**config.mk**
```make
export PLATFORM = sky130hd
export DESIGN_NAME = am_query_scheduler
export DESIGN_NICKNAME = d
export VERILOG_FILES = /design/src/rtl/am_query_scheduler.sv
export SDC_FILE = /design/constraint.sdc
export NUM_CORES = 1
export LEC_CHECK = 0
export CAP_MARGIN = 25
export CORE_UTILIZATION = 56
export CTS_CLUSTER_SIZE = 10
export DETAILED_ROUTE_END_ITERATION = 16
export GPL_TIMING_DRIVEN = 0
export PLACE_DENSITY = 0.87
export RECOVER_POWER = 25
export SLEW_MARGIN = 30
export SYNTH_ARGS = -nofsm -noshare
export SYNTH_HDL_FRONTEND = slang
export SYNTH_SLANG_ARGS = --single-unit
```
**constraint.sdc**
```tcl
create_clock -name clk -period 4.3 [get_ports clk]
set_clock_uncertainty 0.05 [all_clocks]
set_input_delay 0.645 -clock clk [delete_from_list [all_inputs] [get_ports clk]]
set_output_delay 0.645 -clock clk [all_outputs]
set_load 0.01 [all_outputs]
```
**src/rtl/am_query_scheduler.sv**
```systemverilog
// am_query_scheduler: round-robin arbiter and fold/prototype sequencer for a shared AM distance datapath
module am_query_scheduler #(
    parameter int NUM_REQ         = 4,
    parameter int REQ_ID_WIDTH    = 2,
    parameter int NUM_FOLDS       = 10,
    parameter int NUM_FOLDS_WIDTH = 4,
    parameter int NUM_PAIRS       = 2,
    parameter int PROTO_WIDTH     = 2,
    parameter int DIST_WIDTH      = 11
) (
    input  logic                       clk,
    input  logic                       rst,
    input  logic [NUM_REQ-1:0]         req_valid,
    output logic [NUM_REQ-1:0]         req_ready,
    output logic                       hv_load,
    output logic [REQ_ID_WIDTH-1:0]    sel_id,
    output logic [NUM_FOLDS_WIDTH-1:0] fold_idx,
    output logic [PROTO_WIDTH-1:0]     proto_idx,
    output logic                       dp_active,
    input  logic [DIST_WIDTH-1:0]      dist_in,
    output logic                       res_valid,
    input  logic                       res_ready,
    output logic [REQ_ID_WIDTH-1:0]    res_id,
    output logic [NUM_PAIRS-1:0]       res_label
);
    localparam logic [NUM_FOLDS_WIDTH-1:0] LAST_FOLD  = NUM_FOLDS_WIDTH'(NUM_FOLDS - 1);
    localparam logic [PROTO_WIDTH-1:0]     LAST_PROTO = PROTO_WIDTH'(2 * NUM_PAIRS - 1);
    localparam logic [REQ_ID_WIDTH-1:0]    LAST_REQ   = REQ_ID_WIDTH'(NUM_REQ - 1);

    typedef enum logic [1:0] {IDLE, RUN, DONE} state_t;

    state_t                  state;
    logic [REQ_ID_WIDTH-1:0] rr_ptr;
    logic [REQ_ID_WIDTH-1:0] sel_reg;
    logic [REQ_ID_WIDTH-1:0] win_id;
    logic                    any_valid;
    logic                    fire;
    logic                    last_fold;
    logic [DIST_WIDTH-1:0]   dp;
    logic [DIST_WIDTH-1:0]   dn;
    logic [DIST_WIDTH-1:0]   acc_p;
    logic [DIST_WIDTH-1:0]   acc_n;
    logic [DIST_WIDTH:0]     dn_total;
    logic                    pair_ge;

    // Scan downward so the requester closest above rr_ptr is the last one to overwrite win_id
    always_comb begin
        int j;
        j = 0;
        win_id = '0;
        any_valid = 1'b0;
        for (int i = NUM_REQ - 1; i >= 0; i--) begin
            j = (int'(rr_ptr) + i) % NUM_REQ;
            if (req_valid[REQ_ID_WIDTH'(j)]) begin
                win_id = REQ_ID_WIDTH'(j);
                any_valid = 1'b1;
            end
        end
    end

    assign fire      = (state == IDLE) && any_valid;
    assign req_ready = fire ? (NUM_REQ'(1) << win_id) : '0;
    assign hv_load   = fire;
    assign sel_id    = fire ? win_id : sel_reg;
    assign dp_active = state == RUN;
    assign res_valid = state == DONE;
    assign res_id    = sel_reg;
    assign last_fold = fold_idx == LAST_FOLD;
    assign acc_p     = (fold_idx == '0) ? dist_in : dp + dist_in;
    assign acc_n     = (fold_idx == '0) ? dist_in : dn + dist_in;
    // Compare one bit wider so the final negative fold cannot wrap the sum
    assign dn_total  = {1'b0, dn} + {1'b0, dist_in};
    assign pair_ge   = {1'b0, dp} >= dn_total;

    always_ff @(posedge clk) begin
        if (!rst) begin
            state     <= IDLE;
            rr_ptr    <= '0;
            sel_reg   <= '0;
            fold_idx  <= '0;
            proto_idx <= '0;
            res_label <= '0;
            dp        <= '0;
            dn        <= '0;
        end else begin
            case (state)
                IDLE: if (fire) begin
                    state     <= RUN;
                    sel_reg   <= win_id;
                    rr_ptr    <= (win_id == LAST_REQ) ? '0 : win_id + REQ_ID_WIDTH'(1);
                    fold_idx  <= '0;
                    proto_idx <= '0;
                end
                RUN: begin
                    if (proto_idx[0]) dn <= acc_n;
                    else dp <= acc_p;
                    if (proto_idx[0] && last_fold) res_label[proto_idx[PROTO_WIDTH-1:1]] <= pair_ge;
                    fold_idx <= last_fold ? '0 : fold_idx + NUM_FOLDS_WIDTH'(1);
                    if (last_fold) proto_idx <= (proto_idx == LAST_PROTO) ? '0 : proto_idx + PROTO_WIDTH'(1);
                    if (last_fold && proto_idx == LAST_PROTO) state <= DONE;
                end
                DONE: if (res_ready) state <= IDLE;
                default: state <= IDLE;
            endcase
        end
    end
endmodule

```
# Word-level counts from Yosys, hierarchy flattened
# Index checks and enable logic that the tools add are counted.
[op_classes]
eq_ne = 9
magnitude_cmp = 7
muxes = 39
shifts = 1
addsub = 9
n_bitwise = 1
reduce_logical = 14
[op_table]
columns = ["operator", "count"]
rows = [
  ["$mux W2", 12],
  ["$add A11 B11 Y11", 2],
  ["$mux W11", 2],
  ["$lt A2 B4 Y1 const B", 4],
  ["$mux W1", 13],
  ["$add A11 B11 Y12", 1],
  ["$ge A11 B12 Y1", 1],
  ["$mux W4", 3],
  ["$reduce_and A2 Y1", 5],
  ["$bmux W1 S2", 4],
  ["$pmux W4 S2", 1],
  ["$add A2 B1 Y2 const B", 3],
  ["$eq A2 B2 Y1 const B", 3],
  ["$ne A2 B1 Y1 const B", 3],
  ["$pmux W2 S3", 1],
  ["$reduce_and A3 Y1", 2],
  ["$add A2 B2 Y2 const B", 2],
  ["$add A4 B1 Y4 const B", 1],
  ["$eq A4 B4 Y1 const B", 1],
  ["$logic_and A1 B1 Y1", 4],
  ["$logic_not A4 Y1", 1],
  ["$pmux W2 S2", 1],
  ["$shl A1 B2 Y4 const A", 1],
  ["$bwmux W2", 1],
  ["8 further kinds", 8],
]
[word_totals]
output_inout_bits = 19
wordCells = 88
ff_bits = 36

# Depth between registers and ports, before layout
# Gate-level depths: netlist of the first run.
[logic_depth]
ltp_word = 11
depth_mapped = 14

# Worst setup path before layout of the first run
# No wires, ideal clock.
[synth_path]
path_kind = "input to register"
from = "input port dist_in[0]"
to = "register res_label[0]"
path_buffers = 0
t_arrival_ns = 3.341
slack_ns = 0.822
cell_stages = 14
path_cell_list = "ha_1 fa_1 a21o_1 a211o_1 a2111oi_4 o21a_1 nor2_1 ha_1 o21ai_0 nand2b_1 a21oi_1 nor4_1 nand2b_1 o31ai_1"
[synth_via]
elab_chain_len = 3
[synth_rtl]
columns = ["item", "line", "text"]
rows = [
  ["start, declared", "20", "input logic [DIST_WIDTH-1:0] dist_in,"],
  ["$add A11 B11 Y12", "72", "assign dn_total = {1'b0, dn} + {1'b0, dist_in};"],
  ["$ge A11 B12 Y1", "73", "assign pair_ge = {1'b0, dp} >= dn_total;"],
  ["$bwmux W2", "97", "if (proto_idx[0] && last_fold) res_label[proto_idx[PROTO_WIDTH-1:1]] <= pair_ge;"],
  ["end signal, assigned by index", "97", ""],
  ["end, declared", "24", "output logic [NUM_PAIRS-1:0] res_label"],
]
# No other way between the ends.
# A chain may end at the register's enable or synchronous reset.

# Worst setup path in the final report of the first run
[layout_path]
from = "input port dist_in[0]"
to = "register res_label[1]"
# Same word-level chain as after synthesis.

==> metrics.txt, run 1 <==
outcome finished clean; syn_nets 436; Hold Path Cell Cnt 2; PD cells 261 mW/mm²; routed vias/inst 6.02; complex-gate fraction of the synthesized area 0.285; Pre-antenna DRT Iters 5; Slew Viols, Final 0; critical path startpoint dist_in[0]; RSZ-0062 raised after global routing false; pin count of the biggest net entering global routing 11; Post-synth EDFFs 0; share of layout cells above drive strength 1 0.0406; PnR worst setup slack 0.279 ns; total number of vias 2944; worst r2r dst res_label[1]; ant diodes 0; Cell Area, Placed 0.00343 mm²; Clock Tree Buf Depth 2; Slew @ Worst Pin 0.563 ns; DR DRC count 0; clock-pin transition on the worst setup and hold timing paths 0.07 ns; Post-CTS Hold Buffers 0; worst hold path class flip-flop to flip-flop; routed length per instance 15.5 µm; crit path DAT 4.13 ns; synthesis-to-finish area growth 17.6%; I/O pins 37; Async SR Flop Fraction 0; post-synthesis mux area share 0.0209; Most used DFF post-synth dfxtp_1; register bit total from synthesis 36; Max FO, Critical Path 3; Rel. slew slack 0.615; flop2flop setup slack 0.81 ns; Initial Utilization 0.585; Max Used Layer met4; initial DRC count 222; Leak 0.00157 µW; Synth warnings 0; Seq/Total Area, Yosys 0.241; DRT met1 WL 3350 µm; Critical R2R Launch dn[0]; clk sinks 36; PostCTS Resize Cnt 0; Synth cell types 59; final HPWL from detailed placement 5800 µm; final worst path period need 4.02 ns; Post-Synth Simple-Gate Area 0.198; fin nets 478; Max IR drop VDD 138 µV; DIE HEIGHT 75.0 µm; gr usage total 0.281; vias in the first global route 2659; Die W 75.0 µm; Total Wirelength 7570 µm; final hold viol count 0; routed wl met2 3630 µm; max_cap viols 0; first-pass GRT wire length 12000 µm; fraction of the mapped netlist area in adder cells 0.181; Final Setup Violations 0; largest family of logic cells by synthesized area compound AO/OA/AOI/OAI gates; ANT nets after route 0; area of the multi-input gates 0.00213 mm²; TritonCTS clock tree done; IO buf count 35; metal3 WL 411 µm; routability cong. 0.921; Clock H-tree levels 2; number of post-CTS setup repair buffers 0; critical path startpoint category input pin; pre-CTS setup slack -0.0578 ns; Crit path required time 4.41 ns; initial antenna violation count 0; Tcrit/Tclk final 0.935; row cnt 26; root buffer cell clkbuf_8; fill count 438; synthesized area per cell 7.95 µm²; Cells after Synth 376; r2r worst-path depth 11; Die ar. 0.00563 mm²; WS Path Type input pin to flip-flop; total gr overflow 0; mapped cell area 0.00299 mm²; crit end category flip-flop; Sequential Area 721 µm²; Synth Area in XOR/XNOR 0.0293; Util after Layout 0.688; end of the critical path res_label[1]; clk_lat worst skew 0.30 ns; Num CTS Buffers 5; fmax 249 MHz; Final Cell Area 0.00351 mm²; area of the core 0.00511 mm²
-- final cells by class --
class,count,area share
inverter,20,0.0214
buffer,15,0.0167
sequential,36,0.205
tap,70,0.0249
multi-input combinational,305,0.607
clock buffer,8,0.0256
timing repair buffer,35,0.0997
-- cell usage after synthesis, types with 2 or more instances --
cell / instances / area share
clkbuf_1: 12 / 0.015
a21oi_1: 28 / 0.047
o22ai_1: 3 / 0.0063
nand4_1: 4 / 0.0084
a21oi_2: 2 / 0.0059
o21ai_1: 5 / 0.0084
a2111oi_0: 2 / 0.0059
o21ai_0: 22 / 0.037
dfxtp_1: 36 / 0.24
and3_1: 2 / 0.0042
xnor2_1: 5 / 0.015
nand3b_1: 2 / 0.0050
buf_2: 3 / 0.0050
inv_1: 19 / 0.024
nand2_1: 31 / 0.039
o211ai_1: 7 / 0.018
or3_1: 7 / 0.015
and2_1: 6 / 0.013
o21a_1: 5 / 0.013
mux2i_1: 4 / 0.013
nor3_1: 8 / 0.013
nand3_1: 12 / 0.020
a31oi_1: 12 / 0.025
fa_1: 2 / 0.013
o31ai_1: 3 / 0.0075
a211o_1: 4 / 0.012
nand2b_1: 5 / 0.010
a22oi_1: 7 / 0.018
nor2_1: 29 / 0.036
a211oi_1: 2 / 0.0050
a21o_1: 12 / 0.030
nor3b_1: 2 / 0.0050
nor2b_1: 4 / 0.0084
xor2_1: 5 / 0.015
ha_1: 40 / 0.17
-- report_power, final --
part / internal [µW] / switching (µW)
registers: 351 / 18.5
clock network: 131 / 126
logic: 130 / 160
-- worst max-delay path, stage by stage --
cell and delay [ns]:
clkdlybuf4s50_1 0.45, ha_1 0.25, fa_1 0.40, a21o_1 0.21, a211o_1 0.35, a21oi_2 0.23
xor2_1 0.25, ha_1 0.31, a21oi_1 0.14, o211ai_1 0.14, a2111oi_0 0.59, o31ai_1 0.15
-- registers in the layout (all words and copies together) (netlist names) --
| name | cells |
|---|---|
| state | 2 |
| fold_idx | 4 |
| dn | 11 |
| rr_ptr | 2 |
| dp | 11 |
| res_label | 2 |
| res_id | 2 |
| proto_idx | 2 |
-- how the worst min path moves through the flow --
| stage | endpoint | start | slack [ns] |
|---|---|---|---|
| 2_1_floorplan | dn[2] | dn[2] | 0.39 |
| 3_3_place_gp | dn[2] | dn[2] | 0.40 |
| 3_5_place_dp | dn[2] | dn[2] | 0.40 |
| 4_1_cts | dn[2] | dn[2] | 0.41 |
| 5_1_grt | dn[2] | dn[2] | 0.44 |
| 6_report | dn[2] | dn[2] | 0.41 |
-- per-stage QoR --
stage                     TNS, ns  std cells  hold WS, ns  total power [µW]
after floorplan                 0        376        0.386               565
after global placement          0        481        0.396               652
after detailed placement  -0.0858        481        0.405               665
after CTS                       0        489        0.413               917
after global routing            0        489        0.438               967
final                           0        489        0.412               918
-- cells by family after synthesis --
logic type,after synthesis
AOI/OAI and AO/OA,127
muxes,6
and+or+nand+nor,120
DFF,36
xor gates and xnor gates,10
buffers and inverters,35
adders and majority gates,42
-- placed cells by master, fill, tap and decap left out, types with 5 or more instances in the layout --
| master | synthesis | final |
|---|---|---|
| xnor2_1 | 5 | 5 |
| and2_1 | 6 | 6 |
| o211ai_1 | 7 | 7 |
| nand3_1 | 12 | 12 |
| dlygate4sd3_1 | 0 | 8 |
| inv_1 | 19 | 19 |
| o21ai_0 | 22 | 23 |
| dfxtp_1 | 36 | 36 |
| or3_1 | 7 | 7 |
| clkbuf_8 | 0 | 6 |
| a21o_1 | 12 | 12 |
| a31oi_1 | 12 | 12 |
| clkbuf_1 | 12 | 15 |
| nand2b_1 | 5 | 5 |
| nand2_1 | 31 | 31 |
| a21oi_1 | 28 | 28 |
| ha_1 | 40 | 40 |
| nor3_1 | 8 | 8 |
| a22oi_1 | 7 | 7 |
| o21a_1 | 5 | 5 |
| clkdlybuf4s50_1 | 0 | 27 |
| xor2_1 | 5 | 5 |
| nor2_1 | 29 | 29 |
-- routing by layer --
layer,track usage,vias up
li1,-,1467
met1,0.350,1368
met2,0.468,90
met3,0.0522,19
met4,0.130,0
met5,0,-
Note: power is estimated with default switching activity, not from simulation.
==> run 2, diff against run 1 <==
--- a/config.mk
+++ b/config.mk
@@ -9,7 +9,6 @@
 export CORE_UTILIZATION = 56
 export CTS_CLUSTER_SIZE = 10
 export DETAILED_ROUTE_END_ITERATION = 16
-export GPL_TIMING_DRIVEN = 0
 export PLACE_DENSITY = 0.87
 export RECOVER_POWER = 25
 export SLEW_MARGIN = 30
==> run 2 against run 1 <==
Utilization is 0.17 points lower. Count of clock-buffer cells in the layout is 3 lower. Critical endpoint is now res_label[0]. Highest routed layer unchanged. Critical path type unchanged. Power is 4.7% higher. Cell area is 0.25% lower.
==> metrics.txt, run 2 (synthesis results as in run 1) <==
outcome finished clean; TritonCTS clock tree done; Clock Tree Buf Depth 2 (unchanged); Cell Area, Placed 0.00340 mm² (-0.66%); Util after Layout 0.686 (-0.00171); switching pwr 308 µW (+1.0%); crit end category flip-flop; fmax 247 MHz (-0.54%); total gr overflow 0 (unchanged); DR DRC count 0 (unchanged); critical path's largest stage delay 0.60 ns (about the same); final cell count without fillers 478 (-2.2%); Crit path required time 4.41 ns (about the same); Slew @ Worst Pin 0.980 ns (+0.418 ns); Top Registers dn (11), dp (11), fold_idx (4); clock-pin transition on the worst setup and hold timing paths 0.08 ns (about the same); crit path cell chain clkdlybuf4s50_1, ha_1, fa_1, a21o_1, a211o_1, a21oi_2, xor2_1, ha_1, a21oi_1, o211ai_1, a2111oi_0, o31ai_1; vias in the first global route 2579 (-3.0%); Crit path top cell by count ha_1; Final Cell Area 0.00351 mm² (-0.25%); Clock H-tree levels 2 (unchanged); Max FO, Critical Path 3 (unchanged); total number of vias 2946 (+0.068%); Sequential Area 721 µm² (unchanged); pin count of the biggest net entering global routing 21 (+10); cell depth of the worst setup path 12 (unchanged); initial DRC count 218 (-1.8%); Clock Power Share 0.318 (+0.038); Placed Cells 470 (-2.3%); worst path buffer plus inverter count 1 (unchanged); cell family with most CP delay compound AO/OA/AOI/OAI gates; Critical R2R Launch dn[0]; Num CTS Buffers 5 (unchanged); commonest non-fill, non-tap cells in the layout ha_1, dfxtp_1, nand2_1; IO buf count 36 (+2.9%); crit path DAT 4.15 ns (+0.02 ns); area of the core 0.00511 mm² (unchanged); ant diodes 0 (unchanged); routed vias/inst 6.16 (+2.4%); DIE HEIGHT 75.0 µm (unchanged); final hold viol count 0 (unchanged); max_cap viols 0 (unchanged); setup TNS 0 ns (unchanged); critical path startpoint category input pin; Pre-antenna DRT Iters 5 (unchanged); routed length per instance 15.6 µm (+0.60%); first-pass GRT wire length 11600 µm (-3.7%); area of the multi-input gates 0.00213 mm² (unchanged); share of layout cells above drive strength 1 0.0466 (+0.00600); Die W 75.0 µm (unchanged); end of the critical path res_label[0]; initial antenna violation count 0 (unchanged); critical path startpoint dist_in[0]; ANT nets after route 0 (unchanged); Leak 0.00157 µW (-0.16%); routability cong. 0.987 (+7.2%); Slew Viols, Final 0 (unchanged); Initial Utilization 0.585 (unchanged); RSZ-0062 raised after global routing false; WS Path Type input pin to flip-flop; Max IR drop VDD 184 µV (+33%); gr usage total 0.272 (-0.00911); Final Setup Violations 0 (unchanged); Tot Pwr 961 µW (+4.7%); Int Power 653 µW (+6.6%); worst r2r dst res_label[0]; final HPWL from detailed placement 5600 µm (-3.6%); fin nets 467 (-2.3%); Die ar. 0.00563 mm² (unchanged); final worst path period need 4.04 ns (+0.0220 ns); synthesis-to-finish area growth 17.3%; fill count 442 (+0.91%); I/O pins 37 (unchanged); Total Wirelength 7450 µm (-1.7%); Sequential Power Share 0.384 (-0.019); Tcrit/Tclk final 0.940 (+0.00511); flop2flop setup slack 0.77 ns (-0.04 ns); logic gate share of total power 0.297 (-0.020); worst hold path class flip-flop to flip-flop; commonest non-fill, non-tap cell in the layout ha_1; clk sinks 36 (unchanged); sw frac 0.321 (-0.0118); Post-CTS Hold Buffers 0 (unchanged); Max stage delay cell, worst path a2111oi_0; Rel. slew slack 0.346 (-0.269); PostCTS Resize Cnt 0 (unchanged); number of post-CTS setup repair buffers 0 (unchanged); PD cells 274 mW/mm² (+5.0%); clk_lat worst skew 0.30 ns (about the same); r2r worst-path depth 11 (unchanged); row cnt 26 (unchanged); root buffer cell clkbuf_8
run 2: how the worst min path moves through the flow:
stage / start / end / slack (ns) / depth (start not counted)
2_1_floorplan: dn[2] / dn[2] / 0.39 / 2
3_3_place_gp: dn[2] / dn[2] / 0.40 / 2
3_5_place_dp: res_label[1] / res_label[1] / 0.42 / 2
4_1_cts: res_label[1] / res_label[1] / 0.43 / 2
5_1_grt: res_label[1] / res_label[1] / 0.45 / 2
6_report: res_label[1] / res_label[1] / 0.43 / 2
run 2: area by class of cell:
| class | count | area share |
|---|---|---|
| clock inverters | 3 | 0.0121 |
| multi-input cells | 305 | 0.608 |
| flip-flops and latches | 36 | 0.206 |
| repair buffers | 39 | 0.108 |
| clock buffers | 5 | 0.0196 |
| inverters | 20 | 0.0214 |
| well taps | 70 | 0.0250 |
run 2: power groups by stage:
stage	registers, µW	logic [µW]	clock network (µW)
global placement	376	275	0
finish	369	286	306
detailed placement	377	284	0
CTS	369	287	309
floorplan	372	193	0
global route	372	319	321
run 2: through the flow:
step	hold WS (ns)	worst slack, ns
5_1_grt	0.453	0.00538
2_1_floorplan	0.386	0.822
3_5_place_dp	0.420	0.0320
6_report	0.430	0.257
4_1_cts	0.430	0.314
3_3_place_gp	0.397	0.137
run 2: worst register-to-register path, stage by stage (launching register included):
cell and delay (ns):
dfxtp_1 0.33, ha_1 0.21, fa_1 0.41, a21o_1 0.22
a211o_1 0.37, a21oi_2 0.23, xor2_1 0.24, ha_1 0.31
a21oi_1 0.13, o211ai_1 0.12, a2111oi_0 0.60, o31ai_1 0.16
run 2: metal layers:
layer,global-route usage,routed length (µm)
met5,0,0
met4,0.0776,117
met3,0.0482,364
met2,0.484,3660
met1,0.333,3300
==> run 3, diff against run 2 <==
--- a/config.mk
+++ b/config.mk
@@ -7,6 +7,7 @@
 export LEC_CHECK = 0
 export CAP_MARGIN = 25
 export CORE_UTILIZATION = 56
+export CTS_BUF_LIST = sky130_fd_sc_hd__clkbuf_8
 export CTS_CLUSTER_SIZE = 10
 export DETAILED_ROUTE_END_ITERATION = 16
 export PLACE_DENSITY = 0.87
==> results of run 3 <==
The final DEF is identical to that of run 2; final timing and power are the same.
